### src/rtl/flag_sync_pkg.sv
// flag_sync_pkg: shared width helper, default stretch length and reset values for the flag crossing
package flag_sync_pkg;
  function automatic int clog2(input int v);
    int r;
    r = 0;
    while ((1 << r) < v) r++;
    return r;
  endfunction
  localparam int DEF_STRETCH = 8;
  localparam int REM_W = clog2(DEF_STRETCH + 1);
  localparam logic RST_BIT = 1'b0;
endpackage

### src/rtl/flag_sync_chan.sv
// flag_sync_chan: one flag channel - synchroniser, rising-edge pulse, stretcher, saturating counter
// Ports: clock, reset (sync, active-high), flagAsync (foreign-domain level), countClear (clears counter),
//        levelOut (synchronised level), pulseOut (one-cycle rise pulse), stretchOut (stretched pulse),
//        eventCount (saturating event count)
module flag_sync_chan
  import flag_sync_pkg::*;
#(
  parameter int SYNC_STAGES = 3,
  parameter int STRETCH = DEF_STRETCH,
  parameter int RETRIGGER = 1,
  parameter int CNT_W = 8,
  parameter int REM_WIDTH = REM_W
) (
  input  logic             clock,
  input  logic             reset,
  input  logic             flagAsync,
  input  logic             countClear,
  output logic             levelOut,
  output logic             pulseOut,
  output logic             stretchOut,
  output logic [CNT_W-1:0] eventCount
);
  logic [SYNC_STAGES-1:0] sync;
  logic prev;
  logic [REM_WIDTH-1:0] rem;
  logic ev;
  logic accept;
  assign levelOut = sync[SYNC_STAGES-1];
  // ev is the value pulseOut takes at the next edge; the stretcher and counter act on it in the same edge
  always_comb begin
    ev = levelOut & ~prev;
    accept = ev & ((RETRIGGER != 0) || (rem == '0));
  end
  always_ff @(posedge clock) begin
    if (reset) begin
      sync <= '0;
      prev <= RST_BIT;
      pulseOut <= RST_BIT;
      stretchOut <= RST_BIT;
      rem <= '0;
      eventCount <= '0;
    end else begin
      sync <= {sync[SYNC_STAGES-2:0], flagAsync};
      prev <= levelOut;
      pulseOut <= ev;
      if (accept) begin
        rem <= REM_WIDTH'(STRETCH);
        stretchOut <= 1'b1;
      end else if (rem > REM_WIDTH'(1)) begin
        rem <= rem - 1'b1;
      end else if (rem == REM_WIDTH'(1)) begin
        rem <= '0;
        stretchOut <= 1'b0;
      end
      eventCount <= countClear ? CNT_W'(ev) : (ev && eventCount != '1) ? eventCount + 1'b1 : eventCount;
    end
  end
endmodule

### src/rtl/flag_sync_multi.sv
// flag_sync_multi: CHANNELS independent asynchronous flags brought into the clock domain
// Ports: clock, reset (sync, active-high), flag_async[i], count_clear[i], level_out[i], pulse_out[i],
//        stretch_out[i], event_count[i*CNT_W +: CNT_W] for channel i
module flag_sync_multi
  import flag_sync_pkg::*;
#(
  parameter int CHANNELS = 4,
  parameter int SYNC_STAGES = 3,
  parameter int STRETCH = DEF_STRETCH,
  parameter int RETRIGGER = 1,
  parameter int CNT_W = 8
) (
  input  logic                      clock,
  input  logic                      reset,
  input  logic [CHANNELS-1:0]       flag_async,
  input  logic [CHANNELS-1:0]       count_clear,
  output logic [CHANNELS-1:0]       level_out,
  output logic [CHANNELS-1:0]       pulse_out,
  output logic [CHANNELS-1:0]       stretch_out,
  output logic [CHANNELS*CNT_W-1:0] event_count
);
  for (genvar i = 0; i < CHANNELS; i++) begin : gChan
    flag_sync_chan #(
      .SYNC_STAGES(SYNC_STAGES),
      .STRETCH(STRETCH),
      .RETRIGGER(RETRIGGER),
      .CNT_W(CNT_W),
      .REM_WIDTH(clog2(STRETCH + 1))
    ) uChan (
      .clock(clock),
      .reset(reset),
      .flagAsync(flag_async[i]),
      .countClear(count_clear[i]),
      .levelOut(level_out[i]),
      .pulseOut(pulse_out[i]),
      .stretchOut(stretch_out[i]),
      .eventCount(event_count[i*CNT_W +: CNT_W])
    );
  end
endmodule

### config.mk
export PLATFORM = sky130hd
export DESIGN_NAME = flag_sync_multi
export DESIGN_NICKNAME = d
export VERILOG_FILES = /design/src/rtl/flag_sync_pkg.sv /design/src/rtl/flag_sync_chan.sv /design/src/rtl/flag_sync_multi.sv
export SDC_FILE = /design/constraint.sdc
export NUM_CORES = 1
export LEC_CHECK = 0
export BUFFER_PORTS_ARGS = -buffer_cell sky130_fd_sc_hd__buf_2
export CAP_MARGIN = 20
export CORE_UTILIZATION = 55
export CTS_BUF_LIST = sky130_fd_sc_hd__clkbuf_16
export DETAILED_ROUTE_END_ITERATION = 6
export PLACE_DENSITY = 0.76
export REMOVE_ABC_BUFFERS = 1
export SLEW_MARGIN = 5
export SYNTH_ARGS = -nofsm -noshare
export SYNTH_HDL_FRONTEND = slang
export SYNTH_SLANG_ARGS = --single-unit
### constraint.sdc
create_clock -name clock -period 1.7 [get_ports clock]
set_input_delay 0.255 -clock clock [delete_from_list [all_inputs] [get_ports clock]]
set_output_delay 0.255 -clock clock [all_outputs]
set_load 0.01 [all_outputs]
Word-level counts from Yosys, hierarchy flattened
Cells that the tools add are included.
{ "classes": {"bitwise_logic": 8, "n_lt_le_gt_ge": 4, "mux": 32, "n_addsub": 8, "n_eq_ne": 12, "n_reduce_logical": 32} }
{ "ops": {"columns": ["op", "count"], "rows": [
  ["two-way mux 4 bit", 12],
  ["adder 8 x 1 -> 8 bit, second input constant", 4],
  ["inequality test 8 bit, second input constant", 4],
  ["nonzero test 2 bit", 12],
  ["two-way mux 1 bit", 20],
  ["equality test 4 x 1 -> 1 bit, second input constant", 4],
  ["greater-than comparator 4 x 1 -> 1 bit, second input constant", 4],
  ["OR reduction 2 bit", 8],
  ["subtractor 4 x 1 -> 4 bit, second input constant", 4],
  ["nonzero test 3 bit", 4],
  ["inequality test 2 x 1 -> 1 bit, second input constant", 4],
  ["AND reduction 2 bit", 4],
  ["AND 1 bit", 4],
  ["logical AND 1 bit", 4],
  ["inverter 1 bit", 4]
]} }
{ "totals": {"reg_bits": 72, "inputBits": 10, "output_inout_bits": 44} }

Depth between registers and ports, before layout
Gate-level depths: netlist (run 1).
{ "logic_depth": {"depth_word": 5, "depth_mapped": 6} }

By module
A second synthesis (run 1) with hierarchy kept.
{ "unflattened": {"cells_unflattened": 336, "area_unflattened_um2": 3178.0} }
{ "by_module_without_submodules": {"columns": ["mod", "cells_per_inst", "area_each_um2", "seq_area_each_um2", "instances"], "rows": [
  ["flag_sync_chan", 84, 794.5, 360.3, 4]
]} }

Least setup slack after synthesis (run 1)
Ideal clock, no wire load.
{ "synth_path": {"kind": "reg2reg", "startpoint": "reg gChan[1].uChan.eventCount[0]", "endpoint": "reg gChan[1].uChan.eventCount[5]", "synth_period_minus_slack_ns": 1.496, "stages_incl_launch_ff": 6, "slack_ns": 0.204, "required_ns": 1.630, "arrival_time_ns": 1.426, "path_cell_list": "dfxtp_1 -> ha_1 -> nand4_2 -> o21ai_4 -> or4_1 -> a21oi_1"} }
{ "synth_via": {"elab_chain_len": 2} }
{ "synth_rtl": {"columns": ["element", "line_no", "source"], "rows": [
  ["start, declared", "flag_sync_chan.sv:21", "output logic [CNT_W-1:0] eventCount"],
  ["start signal, assigned", "flag_sync_chan.sv:55", "eventCount <= countClear ? CNT_W'(ev) : (ev && eventCount != '1) ? eventCount + 1'b1 : eventCount;"],
  ["branches (longest 2 deep; another with adder 8 x 1 -> 8 bit)", null, null]
]} }
Several ways; the timed one is not identified.
A chain may end at the register's enable or synchronous reset.

Worst setup path after layout (run 1)
{ "layout_path": {"startpoint": "reg gChan[1].uChan.eventCount[0]", "endpoint": "reg gChan[1].uChan.eventCount[7]"} }
The elaborated chain is that of the path after synthesis.

==> results.md, run 1 <==
- Worst endpoint data arrival time: 1.85 ns
- Leak pwr: about 1.6 nW
- RR Startpoint: gChan[1].uChan.eventCount[0]
- CP Launch Point: gChan[1].uChan.eventCount[0]
- DRC: 0
- Global-route wire length before repair: 10.4 mm
- Post-DRT Antenna Nets: 0
- Final WL: 6.01 mm
- Most frequent cells in the layout: dfxtp_1, buf_2, nor2_1
- CTS tree: done
- Max Clock Freq: 628 MHz
- WP data required: 1.96 ns
- Cells after Synth: 352
- Die height: 79.0 µm
- Die area: 0.00624 mm²
- Commonest non-fill, non-tap cell in the layout: dfxtp_1
- Skew final: 0.00749 ns
- Slew of the pin with the lowest slew margin: 0.325 ns
- Worst-Skew Late Latency: 0.33 ns
- Iteration-0 DRC Markers: 75
- PostCTS Resize Cnt: 0
- Gr ovfl total: 0
- Worst R2R Setup Slack: 0.11 ns
- Design area: approximately 0.0038 mm²
- Post-synthesis async set-or-reset flop share: 0%
- Leading area contributor after synthesis: dfxtp_1
- Core Box Area: 0.00561 mm²
- Yosys cell types: 50
- VDD IR max: roughly 0.95 mV
- Setup Crit Path Kind: flip-flop to flip-flop
- Layout cells sized above 1: 20.1%
- Placed standard-cell area: 0.00352 mm²
- Hold buffers post-CTS: 0
- RSZ-0062 raised after global routing: no
- Setup crit end: gChan[1].uChan.eventCount[7]
- R2R cell count: 5
- Max_cap viols: 0
- Top_reg_cell synth: dfxtp_1
- Clock sinks: 72
- Hold path depth: 2
- Drt first pass iters: 4
- Startpoint Class: flip-flop
- CTS root buffer: clkbuf_16
- Area share of the largest cell type after synthesis: 44.2%
- Final period util: roughly 94%
- CP delay by family, top: simple AND/OR/NAND/NOR gates
- Critical Path Sink Type: flip-flop
- PnR Total Power: 0.00485 W
- Antenna violations before repair: 0
- Setup Buffers After CTS: 0
- Synth Warn #: 0
- IO Pins: 54
- Max Slew Vio Count: 0
- Reg2reg end: gChan[1].uChan.eventCount[7]
- Fill cell count: 476
- CP Buf/Inv Count: 0
- Avg Synthesized Cell Area: 9.26 µm²
- Largest net degree at the start of global routing: 21
- Crit path max fanout: 7
- # setup viols final: 0
- N_diodes: 0
- Routed len/inst: between 10 and 15 µm
- Die X-Extent: 79.0 µm
- Vias in the first global route: 2372
- Seq/Total Area, Yosys: 44.2%
- Critical path, cell by cell: ha_1 -> nand4_2 -> o21ai_4 -> or4_1 -> a21oi_1
- Hold crit path type: input port to flip-flop
- DPL Wire Length: 4.24 mm
- Synth area leaders: dfxtp_1, ha_1, nor2b_1, nor2_1, xor2_1
- Inserted Clock Buffers: 9
- Setup tns final: 0 ns
- Vias: 2604
- Crit path largest cell delay: 0.49 ns
- Synth Cell Area: 0.00326 mm²
- GP Congestion: roughly 0.85
- Pwr dens: around 1300 mW/mm²
- Deepest level of the CTS H-tree: 3
- Initial Util: 58.1%
- All-Layer GR Usage: between 20% and 30%
- Status: finished clean
- Count of state elements after synthesis: 72
- Crit. path cell count: 5
- Clock Path Buffers: 2
- Input/output buffers: 53
- Worst-path clk slew: about 0.050 ns
- Slowest stage cell on the critical path: or4_1
- Fin crit period: ~1.6 ns
- Row count: 27
- Synth-to-layout area growth: 15.9%
- Max-Slew Margin vs Limit: between 70 and 80%
- Final nets: 420
- Vias per std cell: ~5.5
- Final Hold Viols: 0
- Post-synth EDFFs: 0
==> Yosys cell counts (3+ instances only) <==
library cell,number
nor3_1,16
clkbuf_1,9
inv_1,11
xnor2_1,5
or3_1,4
mux2i_1,10
or2_2,4
xor2_1,12
nand2b_1,7
a21oi_1,20
dfxtp_1,72
buf_4,12
o21a_1,6
nor2b_1,22
o31ai_1,4
nand4b_1,3
nand4_1,7
o211ai_1,10
ha_1,12
nor4_1,3
nand2_1,12
o22a_1,4
nand3b_1,4
or4_1,4
and3_1,6
nor2_1,36
nand3_1,6
==> registers in the layout (all words and copies together), names as in the netlist <==
name	flops
gChan.uChan.eventCount	32
gChan.uChan.prev	4
gChan.uChan.pulseOut	4
gChan.uChan.rem	16
gChan.uChan.stretchOut	4
gChan.uChan.sync	12
==> stage by stage <==
step,hold slack [ns],std cells,utilization (%),setup WS [ns]
CTS,0.127,475,67.3,0.118
global route,0.126,475,67.3,0.0182
global placement,0.417,459,62.7,0.213
finish,0.135,475,67.3,0.109
floorplan,0.324,328,-,0.180
detailed placement,0.422,459,62.7,0.123
==> logic make-up after synthesis <==
family / synth area share, %
AO/OA/AOI/OAI: 12.5
XOR/XNOR: 4.57
flip-flops: 44.2
buffers and inverters: 5.68
adder cells (fa/ha/maj): 4.61
multiplexers: 3.42
AND/OR/NAND/NOR: 25.0
==> routing by layer <==
metal  track usage [%]  part of all wire, %  vias to the layer above  wire (µm)
li1                  -                    -                     1328          -
met1              25.8                   47                     1216       2790
met2              34.9                   48                       54       2870
met3              7.01                  4.8                        6        291
met4              7.64                 0.92                        0         55
met5                 0                    0                        -          0
==> worst min path at each step <==
stage	start	to	slack [ns]
2_1_floorplan	reset	gChan[0].uChan.rem[3]	0.32
3_3_place_gp	gChan[1].uChan.sync[0]	gChan[1].uChan.sync[1]	0.42
3_5_place_dp	gChan[1].uChan.sync[1]	gChan[1].uChan.sync[2]	0.42
4_1_cts	flag_async[1]	gChan[1].uChan.sync[0]	0.13
5_1_grt	flag_async[0]	gChan[0].uChan.sync[0]	0.13
6_report	flag_async[0]	gChan[0].uChan.sync[0]	0.14
==> power breakdown <==
| part | total, W | internal, W | switching (W) |
|---|---|---|---|
| Combinational | 0.00124 | 0.000622 | 0.000615 |
| Clock | 0.00161 | 0.000959 | 0.000652 |
| Sequential | 0.00200 | 0.00186 | 0.000138 |
==> area by class of cell <==
type / instances / area [µm²] / area share (%)
inverters: 11 / 41.3 / 1.09
repair buffers: 59 / 310 / 8.22
clock buffers: 9 / 225 / 5.96
well taps: 72 / 90.1 / 2.39
multi-input cells: 245 / 1640 / 43.3
clock inverters: 7 / 31.3 / 0.828
flip-flops and latches: 72 / 1440 / 38.2
(Power assumes the default switching activity.)
==> inputs of run 2 (changes only) <==
--- a/config.mk
+++ b/config.mk
@@ -7,10 +7,11 @@
 export LEC_CHECK = 0
 export BUFFER_PORTS_ARGS = -buffer_cell sky130_fd_sc_hd__buf_2
 export CAP_MARGIN = 20
-export CORE_UTILIZATION = 55
+export CORE_MARGIN = 1
+export CORE_UTILIZATION = 30
 export CTS_BUF_LIST = sky130_fd_sc_hd__clkbuf_16
 export DETAILED_ROUTE_END_ITERATION = 6
-export PLACE_DENSITY = 0.76
+export PLACE_DENSITY = 0.46
 export REMOVE_ABC_BUFFERS = 1
 export SLEW_MARGIN = 5
 export SYNTH_ARGS = -nofsm -noshare
==> run 2 against run 1 <==
Effect of this change:
- register-to-register slack gained 0.06 ns
- worst hold slack better by 0.0065 ns
- utilization shrank 30 points
- design area grew 3.4%
- setup slack improved by 0.062 ns
- clock skew decreased by 0.0016 ns
- critical path type unchanged
- largest cell class unchanged
- highest routed layer unchanged
==> results.md, run 2 (synthesized netlist as in run 1, its figures left out) <==
- Pwr dens: 1290 mW/mm²
- Hold buffers post-CTS: 0
- Final Hold Viols: 0
- Global-route wire length before repair: 10.9 mm
- Die area: 0.0113 mm²
- Deepest level of the CTS H-tree: 3
- Post-DRT Antenna Nets: 0
- Final period util: 90.0%
- Largest regs: gChan.uChan.eventCount (32), gChan.uChan.rem (16), gChan.uChan.sync (12)
- Setup Crit Path Kind: flip-flop to flip-flop
- RSZ-0062 raised after global routing: no
- Die height: roughly 110 µm
- Max Clock Freq: roughly 650 MHz
- Hold crit path type: input port to flip-flop
- DRC: 0
- CTS tree: done
- CTS root buffer: clkbuf_16
- Commonest non-fill, non-tap cell in the layout: dfxtp_1
- All-Layer GR Usage: 12.3%
- N_diodes: 0
- IO Pins: 54
- Skew final: 0.00584 ns
- Setup tns final: 0 ns
- Worst-path clk slew: about 0.06 ns
- Largest net degree at the start of global routing: 22
- GP Congestion: 0.802
- Max-Slew Margin vs Limit: 77.4%
- Leak pwr: 1.65 nW
- Vias: 2574
- Slew of the pin with the lowest slew margin: 0.330 ns
- Worst endpoint data arrival time: between 1.5 and 2 ns
- DPL Wire Length: roughly 4.6 mm
- Status: finished clean
- Post-route non-filler standard cell count: 541
- Gr ovfl total: 0
- Max reg flops: 32
- Iteration-0 DRC Markers: 63
- Final WL: 6.45 mm
- Die X-Extent: 106 µm
- VDD IR max: about 0.57 mV
- Core Box Area: approximately 0.010 mm²
- Startpoint Class: flip-flop
- Drt first pass iters: 4
- Synth-to-layout area growth: 19.8%
- Clock Path Buffers: 2
- Crit path max fanout: 7
- Most frequent cells in the layout: dfxtp_1, buf_2, nor2_1
- Inserted Clock Buffers: 9
- Final core occ: ~38%
- Input/output buffers: 53
- Vias in the first global route: 2385
- Max Slew Vio Count: 0
- Row count: 37
- Top reg by flops: gChan.uChan.eventCount
- Max_cap viols: 0
- Clock sinks: 72
- Layout cells sized above 1: between 20% and 30%
- Worst-Skew Late Latency: 0.32 ns
- # placed instances: 525
- Critical Path Sink Type: flip-flop
- Initial Util: 31.3%
- Routed len/inst: 11.9 µm
- Antenna violations before repair: 0
- Fin crit period: about 1.5 ns
- Final nets: 423
- WP data required: slightly below 2 ns
- Vias per std cell: 4.76
- # setup viols final: 0
run 2: cell types whose count changed in the layout (fill, tap and decap cells not counted):
cell | before | now
dfxtp_1 | 72 | 71
inv_1 | 13 | 12
clkinv_2 | 4 | 3
bufinv_16 | 0 | 1
dfxtp_2 | 0 | 1
ha_2 | 0 | 2
ha_1 | 12 | 10
buf_4 | 6 | 9
run 2: path summary, 6_finish.rpt:
| kind | from | to | slack (ns) | depth (start not counted) |
|---|---|---|---|---|
| max | gChan[1].uChan.eventCount[0] | gChan[1].uChan.eventCount[5] | 0.17 | 5 |
| min | flag_async[0] | gChan[0].uChan.sync[0] | 0.14 | 2 |
| max reg2reg | gChan[1].uChan.eventCount[0] | gChan[1].uChan.eventCount[5] | 0.17 | 5 |
| min reg2reg | gChan[1].uChan.sync[1] | gChan[1].uChan.sync[2] | 0.43 | 1 |
run 2: final cells by class:
type                            count  area, µm²
Sequential cell                    72       1440
Inverter                           11       41.3
Multi-Input combinational cell    245       1640
Clock inverter                      6       52.6
Tap cell                          136        170
Clock buffer                        9        225
Timing Repair Buffer               62        333
Fill cell                        1081       6510
run 2: layer usage:
layer / vias up / track usage, % / share of wire (%)
met4: 0 / 5.46 / 1.3
li1: 1328 / - / -
met1: 1197 / 15.1 / 49
met3: 8 / 3.49 / 4.1
met2: 41 / 19.8 / 45
met5: - / 0 / 0
run 2: metrics by stage:
step                setup slack [ns]  hold slack [ns]  area, µm²  total power [W]
finish                         0.171            0.142       3910          0.00503
global route                  0.0274            0.136       3910          0.00540
CTS                            0.109            0.131       3890          0.00509
detailed placement             0.121            0.424       3610          0.00329
global placement               0.195            0.416       3610          0.00326
floorplan                      0.180            0.324       3120          0.00304
run 2: timing repair:
| item | in CTS | in global routing |
|---|---|---|
| setup endpoints to repair | 0 | 4 |
| setup buffers | 0 | 1 |
| resized for setup | 0 | 4 |
run 2: critical path: stages, from the launching register on:
cell     delay [ns]
dfxtp_1        0.36
ha_2           0.23
nand4_2        0.14
o21ai_4        0.11
or4_1          0.47
a21oi_1        0.15
run 2: power breakdown:
group	switching (W)	leakage [nW]	total [W]	internal [W]
combinational	0.000640	0.922	0.00127	0.000626
clock	0.000660	0.144	0.00177	0.00111
sequential	0.000136	0.586	0.00200	0.00186
